**src/rtl/gray_ptr_sync_pkg.sv**
```systemverilog
// Shared constants and helpers for the Gray pointer synchroniser.
// Helpers operate on a PTR_W_MAX-wide vector; callers zero-extend their PTR_W pointer.
package gray_ptr_sync_pkg;

  localparam int STAGES_MIN = 2;
  localparam int STAGES_MAX = 4;
  localparam int PTR_W_MAX  = 16;

  // Zero-extension is harmless: upper zero bits leave the prefix-XOR of lower bits unchanged.
  function automatic logic [PTR_W_MAX-1:0] gray2bin(input logic [PTR_W_MAX-1:0] g);
    logic [PTR_W_MAX-1:0] b;
    b[PTR_W_MAX-1] = g[PTR_W_MAX-1];
    for (int i = PTR_W_MAX - 2; i >= 0; i--) begin
      b[i] = b[i+1] ^ g[i];
    end
    return b;
  endfunction

  function automatic logic popcount_gt1(input logic [PTR_W_MAX-1:0] v);
    return (v & (v - PTR_W_MAX'(1))) != '0;
  endfunction

endpackage

```
**src/rtl/gray_ptr_sync_sync_chain.sv**
```systemverilog
// Plain PTR_W x STAGES flop chain for crossing a Gray pointer into the destination clock.
// No logic between stages; flops are tagged for ASYNC_REG placement.
module gray_ptr_sync_sync_chain #(
  parameter int PTR_W  = 8,
  parameter int STAGES = 2
) (
  input  logic             clk_i,
  input  logic             rst_n_i,
  input  logic [PTR_W-1:0] d_i,
  output logic [PTR_W-1:0] q_o
);

  (* ASYNC_REG = "TRUE" *) logic [PTR_W-1:0] s_q [STAGES];

  always_ff @(posedge clk_i or negedge rst_n_i) begin
    if (!rst_n_i) begin
      for (int i = 0; i < STAGES; i++) begin
        s_q[i] <= '0;
      end
    end else begin
      s_q[0] <= d_i;
      for (int i = 1; i < STAGES; i++) begin
        s_q[i] <= s_q[i-1];
      end
    end
  end

  assign q_o = s_q[STAGES-1];

endmodule

```
**src/rtl/gray_ptr_sync.sv**
```systemverilog
// Multi-stage Gray pointer synchroniser with registered binary output and update strobe.
// Optional multi-bit-step checker compiled in when GRAY_PTR_SYNC_CHK_EN is defined.
module gray_ptr_sync
  import gray_ptr_sync_pkg::*;
#(
  parameter int PTR_W     = 8,
  parameter int STAGES    = 2,
  parameter int ERR_CNT_W = 8
) (
  input  logic                 wrt_clk,
  input  logic                 wrt_rst_n,
  input  logic [PTR_W-1:0]     rd_ptr,
  input  logic                 err_clr,
  output logic [PTR_W-1:0]     wq_rd_ptr,
  output logic [PTR_W-1:0]     wq_rd_ptr_bin,
  output logic                 ptr_upd,
  output logic                 gray_err,
  output logic [ERR_CNT_W-1:0] err_cnt
);

  if (STAGES < STAGES_MIN || STAGES > STAGES_MAX) begin : g_bad_stages
    $error("gray_ptr_sync: STAGES must be within %0d..%0d", STAGES_MIN, STAGES_MAX);
  end
  if (PTR_W < 2 || PTR_W > PTR_W_MAX) begin : g_bad_width
    $error("gray_ptr_sync: PTR_W must be within 2..%0d", PTR_W_MAX);
  end

  logic [PTR_W-1:0] prev_q;
  logic [PTR_W-1:0] bin_q, bin_d;
  logic             upd_q, upd_d;

  gray_ptr_sync_sync_chain #(
    .PTR_W  (PTR_W),
    .STAGES (STAGES)
  ) u_sync_chain (
    .clk_i   (wrt_clk),
    .rst_n_i (wrt_rst_n),
    .d_i     (rd_ptr),
    .q_o     (wq_rd_ptr)
  );

  always_comb begin
    bin_d = PTR_W'(gray2bin(PTR_W_MAX'(wq_rd_ptr)));
    upd_d = (wq_rd_ptr != prev_q);
  end

  always_ff @(posedge wrt_clk or negedge wrt_rst_n) begin
    if (!wrt_rst_n) begin
      prev_q <= '0;
      bin_q  <= '0;
      upd_q  <= 1'b0;
    end else begin
      prev_q <= wq_rd_ptr;
      bin_q  <= bin_d;
      upd_q  <= upd_d;
    end
  end

  assign wq_rd_ptr_bin = bin_q;
  assign ptr_upd       = upd_q;

`ifdef GRAY_PTR_SYNC_CHK_EN
  logic                 bad_step;
  logic                 err_q, err_d;
  logic [ERR_CNT_W-1:0] cnt_q, cnt_d;

  // A bad step outranks a coincident clear so the event is never lost.
  always_comb begin
    bad_step = popcount_gt1(PTR_W_MAX'(wq_rd_ptr ^ prev_q));
    err_d    = err_q;
    cnt_d    = cnt_q;
    if (bad_step) begin
      err_d = 1'b1;
      if (err_clr) begin
        cnt_d = ERR_CNT_W'(1);
      end else if (cnt_q != '1) begin
        cnt_d = cnt_q + ERR_CNT_W'(1);
      end
    end else if (err_clr) begin
      err_d = 1'b0;
      cnt_d = '0;
    end
  end

  always_ff @(posedge wrt_clk or negedge wrt_rst_n) begin
    if (!wrt_rst_n) begin
      err_q <= 1'b0;
      cnt_q <= '0;
    end else begin
      err_q <= err_d;
      cnt_q <= cnt_d;
    end
  end

  assign gray_err = err_q;
  assign err_cnt  = cnt_q;
`else
  logic unused_err_clr;
  assign unused_err_clr = err_clr;
  assign gray_err       = 1'b0;
  assign err_cnt        = '0;
`endif

endmodule

```
**config.mk**
```make
export PLATFORM = sky130hd
export DESIGN_NAME = gray_ptr_sync
export DESIGN_NICKNAME = d
export VERILOG_FILES = /design/src/rtl/gray_ptr_sync_pkg.sv /design/src/rtl/gray_ptr_sync_sync_chain.sv /design/src/rtl/gray_ptr_sync.sv
export SDC_FILE = /design/constraint.sdc
export NUM_CORES = 1
export LEC_CHECK = 0
export BUFFER_PORTS_ARGS = -buffer_cell sky130_fd_sc_hd__buf_2
export CORE_MARGIN = 4
export CORE_UTILIZATION = 25
export CTS_CLUSTER_DIAMETER = 200
export DETAILED_ROUTE_END_ITERATION = 8
export PLACE_DENSITY_LB_ADDON = 0.08
export REMOVE_ABC_BUFFERS = 1
export SKIP_CTS_REPAIR_TIMING = 1
export SYNTH_ARGS = -nofsm -noshare
export SYNTH_HDL_FRONTEND = slang
export SYNTH_SLANG_ARGS = --single-unit
```
**constraint.sdc**
```tcl
create_clock -name wrt_clk -period 4.3 [get_ports wrt_clk]
set_input_delay 0.86 -clock wrt_clk [delete_from_list [all_inputs] [get_ports wrt_clk]]
set_output_delay 0.86 -clock wrt_clk [all_outputs]
set_load 0.02 [all_outputs]
```
==> reports/metrics.yaml <==
worstPathRequired_ns: 3.44
cts_tree: "done"
dp_hpwl_um: 1140
hold_violations: 0
max_cap_violations: 0
drc_errors: 0
clkLatencyLatePin_ns: 0.27
placement.io_buffers: 26
dpl.cell_count: 138
areaGrowthSynthToFinish_pct: 14.7
async_flop_share_pct: 100
synthDistinctLibCells: 10
grt_pass1_wl_um: 2600
status: "finished, final reports clean"
cts_buffers: 5
yosys.area.top_type: "dfrtp_1"
drt-wirelength-per-cell_um: 11.4
dieArea_um2: 5710
fin_nets: 104
fin_cells: 145
yosys.cell_count.top_type: "dfrtp_1"
fp-row-count: 24
rsz0062_at_grt: "false"
cpPeakStageDelay_ns: 0.45
antenna_left: 0
crit_fanout: 5
viasPerCell: 3.54
slew_violations: 0
netlist_instances: 70
antenna_found_initial: 0
finalCriticalPeriod_ns: 1.79
p_per_area_nw_per_um2: 492
synth_edf_count: 0
grt_pass1_vias: 524
yosysSeqAreaShare_pct: 70.2
overflow: 0
start_util_pct: 26.0
end_kind: "output pin"
crit_chain: "buf_2"
vias: 513
drt-total-wl_um: 1660
critPathTopFamily: "flip-flops"
tns_ns: 0
avgSynthCellArea_um2: 16.3
slowest_stage: "dfrtp_1"
grt_max_degree: 33
max-vdd-ir-drop_mv: 0.153
cts_num_sinks: 32
max_slew_margin_pct: 53.1
fp.coreArea_um2: 4380
die_y_um: 75.6
crit_buf_inv: 1
syn_area_um2: 1140
drtPass1Iterations: 2
path_class: "reg2out"
startpoint_type: "flop"
worst_pin_slew_ns: 0.704
root_buffer: "clkbuf_8"
setup_violations: 0
crit_arrival_ns: 0.93
synth_top_area_share_pct: 70.2
ios: 37
ys_seq_elements: 32
place_congestion: 0.598
clk_pin_slew_worst_paths_ns: 0.06
fin_worst_skew_ns: 0.00488
period_share_pct: 41.7
cts_buffer_depth: 2
yosys-top-cells-count: "dfrtp_1, buf_4, xor2_1"
drt_iter0_markers: 18
htreeDepth: 2
yosys-top-cells-area: "dfrtp_1, buf_4, xor2_1"
hold_path_class: "reg2reg"
die_x_um: 75.6
layout-drive-gt1-share_pct: 35.5
diodes: 0
max_freq_ghz: 0.558
leakagePower_nw: 0.642
synth_flop_cell: "dfrtp_1"
grtUsageTotal_pct: 6.88
ys_warn_count: 0
[kinds of logic after synthesis]
kind of cell / synth area share, %
buffers and inverters: 11.8
flip-flops: 70.2
XOR/XNOR: 16.2
AND/OR/NAND/NOR: 1.42
other: 0.329
[final timing paths]
kind | endpoint | slack (ns) | start | cells after the start
worst max-delay path | wq_rd_ptr[6] | 2.51 | u_sync_chain.q_o[6]$_DFF_PN0_ | 1
worst min-delay path | u_sync_chain.q_o[2]$_DFF_PN0_ | 0.35 | u_sync_chain.s_q[10]$_DFF_PN0_ | 0
worst max register to register | wq_rd_ptr_bin[0]$_DFF_PN0_ | 2.64 | u_sync_chain.q_o[5]$_DFF_PN0_ | 3
worst min register to register | u_sync_chain.q_o[2]$_DFF_PN0_ | 0.35 | u_sync_chain.s_q[10]$_DFF_PN0_ | 0
max in group asynchronous | u_sync_chain.q_o[3]$_DFF_PN0_ | 3.21 | wrt_rst_n | 1
min in group asynchronous | wq_rd_ptr_bin[6]$_DFF_PN0_ | 0.63 | wrt_rst_n | 1
[placed cells by master (no fill, tap or decap), drive strengths merged]
master,n
xnor2,1
xnor3,1
nor4,2
xor2,12
nand2,1
clkinv,1
xor3,2
buf,26
conb,9
dfrtp,32
clkbuf,6
[layer usage]
metal / wire length, um / GRT usage, % / vias up / share of wire, %
met5: 0 / 0 / - / 0
met4: 75 / 7.57 / 0 / 4.5
met3: 152 / 2.37 / 6 / 9.2
met2: 753 / 9.01 / 27 / 45
met1: 676 / 8.19 / 247 / 41
li1: - / - / 233 / -
[sequential cells by signal, summed over array words and instances (netlist names)]
signal and count:
prev_q 7, wq_rd_ptr_bin 8, ptr_upd 1, u_sync_chain.q_o 8, u_sync_chain.s_q 8
[stage by stage]
| step | power [mW] | hold WS (ns) | worst slack (ns) | instance area (um2) | utilization, % |
|---|---|---|---|---|---|
| CTS | 0.660 | 0.349 | 2.48 | 1310 | 29.9 |
| global placement | 0.444 | 0.334 | 2.63 | 1230 | 28.1 |
| finish | 0.643 | 0.347 | 2.51 | 1310 | 29.9 |
| detailed placement | 0.445 | 0.335 | 2.62 | 1230 | 28.1 |
| global route | 0.682 | 0.352 | 2.44 | 1310 | 29.9 |
| floorplan | 0.408 | 0.331 | 2.60 | 1040 | - |
[cell type report]
cell class,instances,area [um2]
fillers,446,3080
flip-flops and latches,32,801
multi-input cells,28,235
repair buffers,26,130
clock buffers,6,72.6
well taps,52,65.1
clock inverters,1,5.00
[power by group]
| part | internal (mW) | switching [mW] | total [mW] |
|---|---|---|---|
| Combinational | 0.0355 | 0.0599 | 0.0954 |
| Sequential | 0.329 | 0.0121 | 0.341 |
| Clock | 0.110 | 0.0970 | 0.207 |
Note: power is estimated with default switching activity, not from simulation.
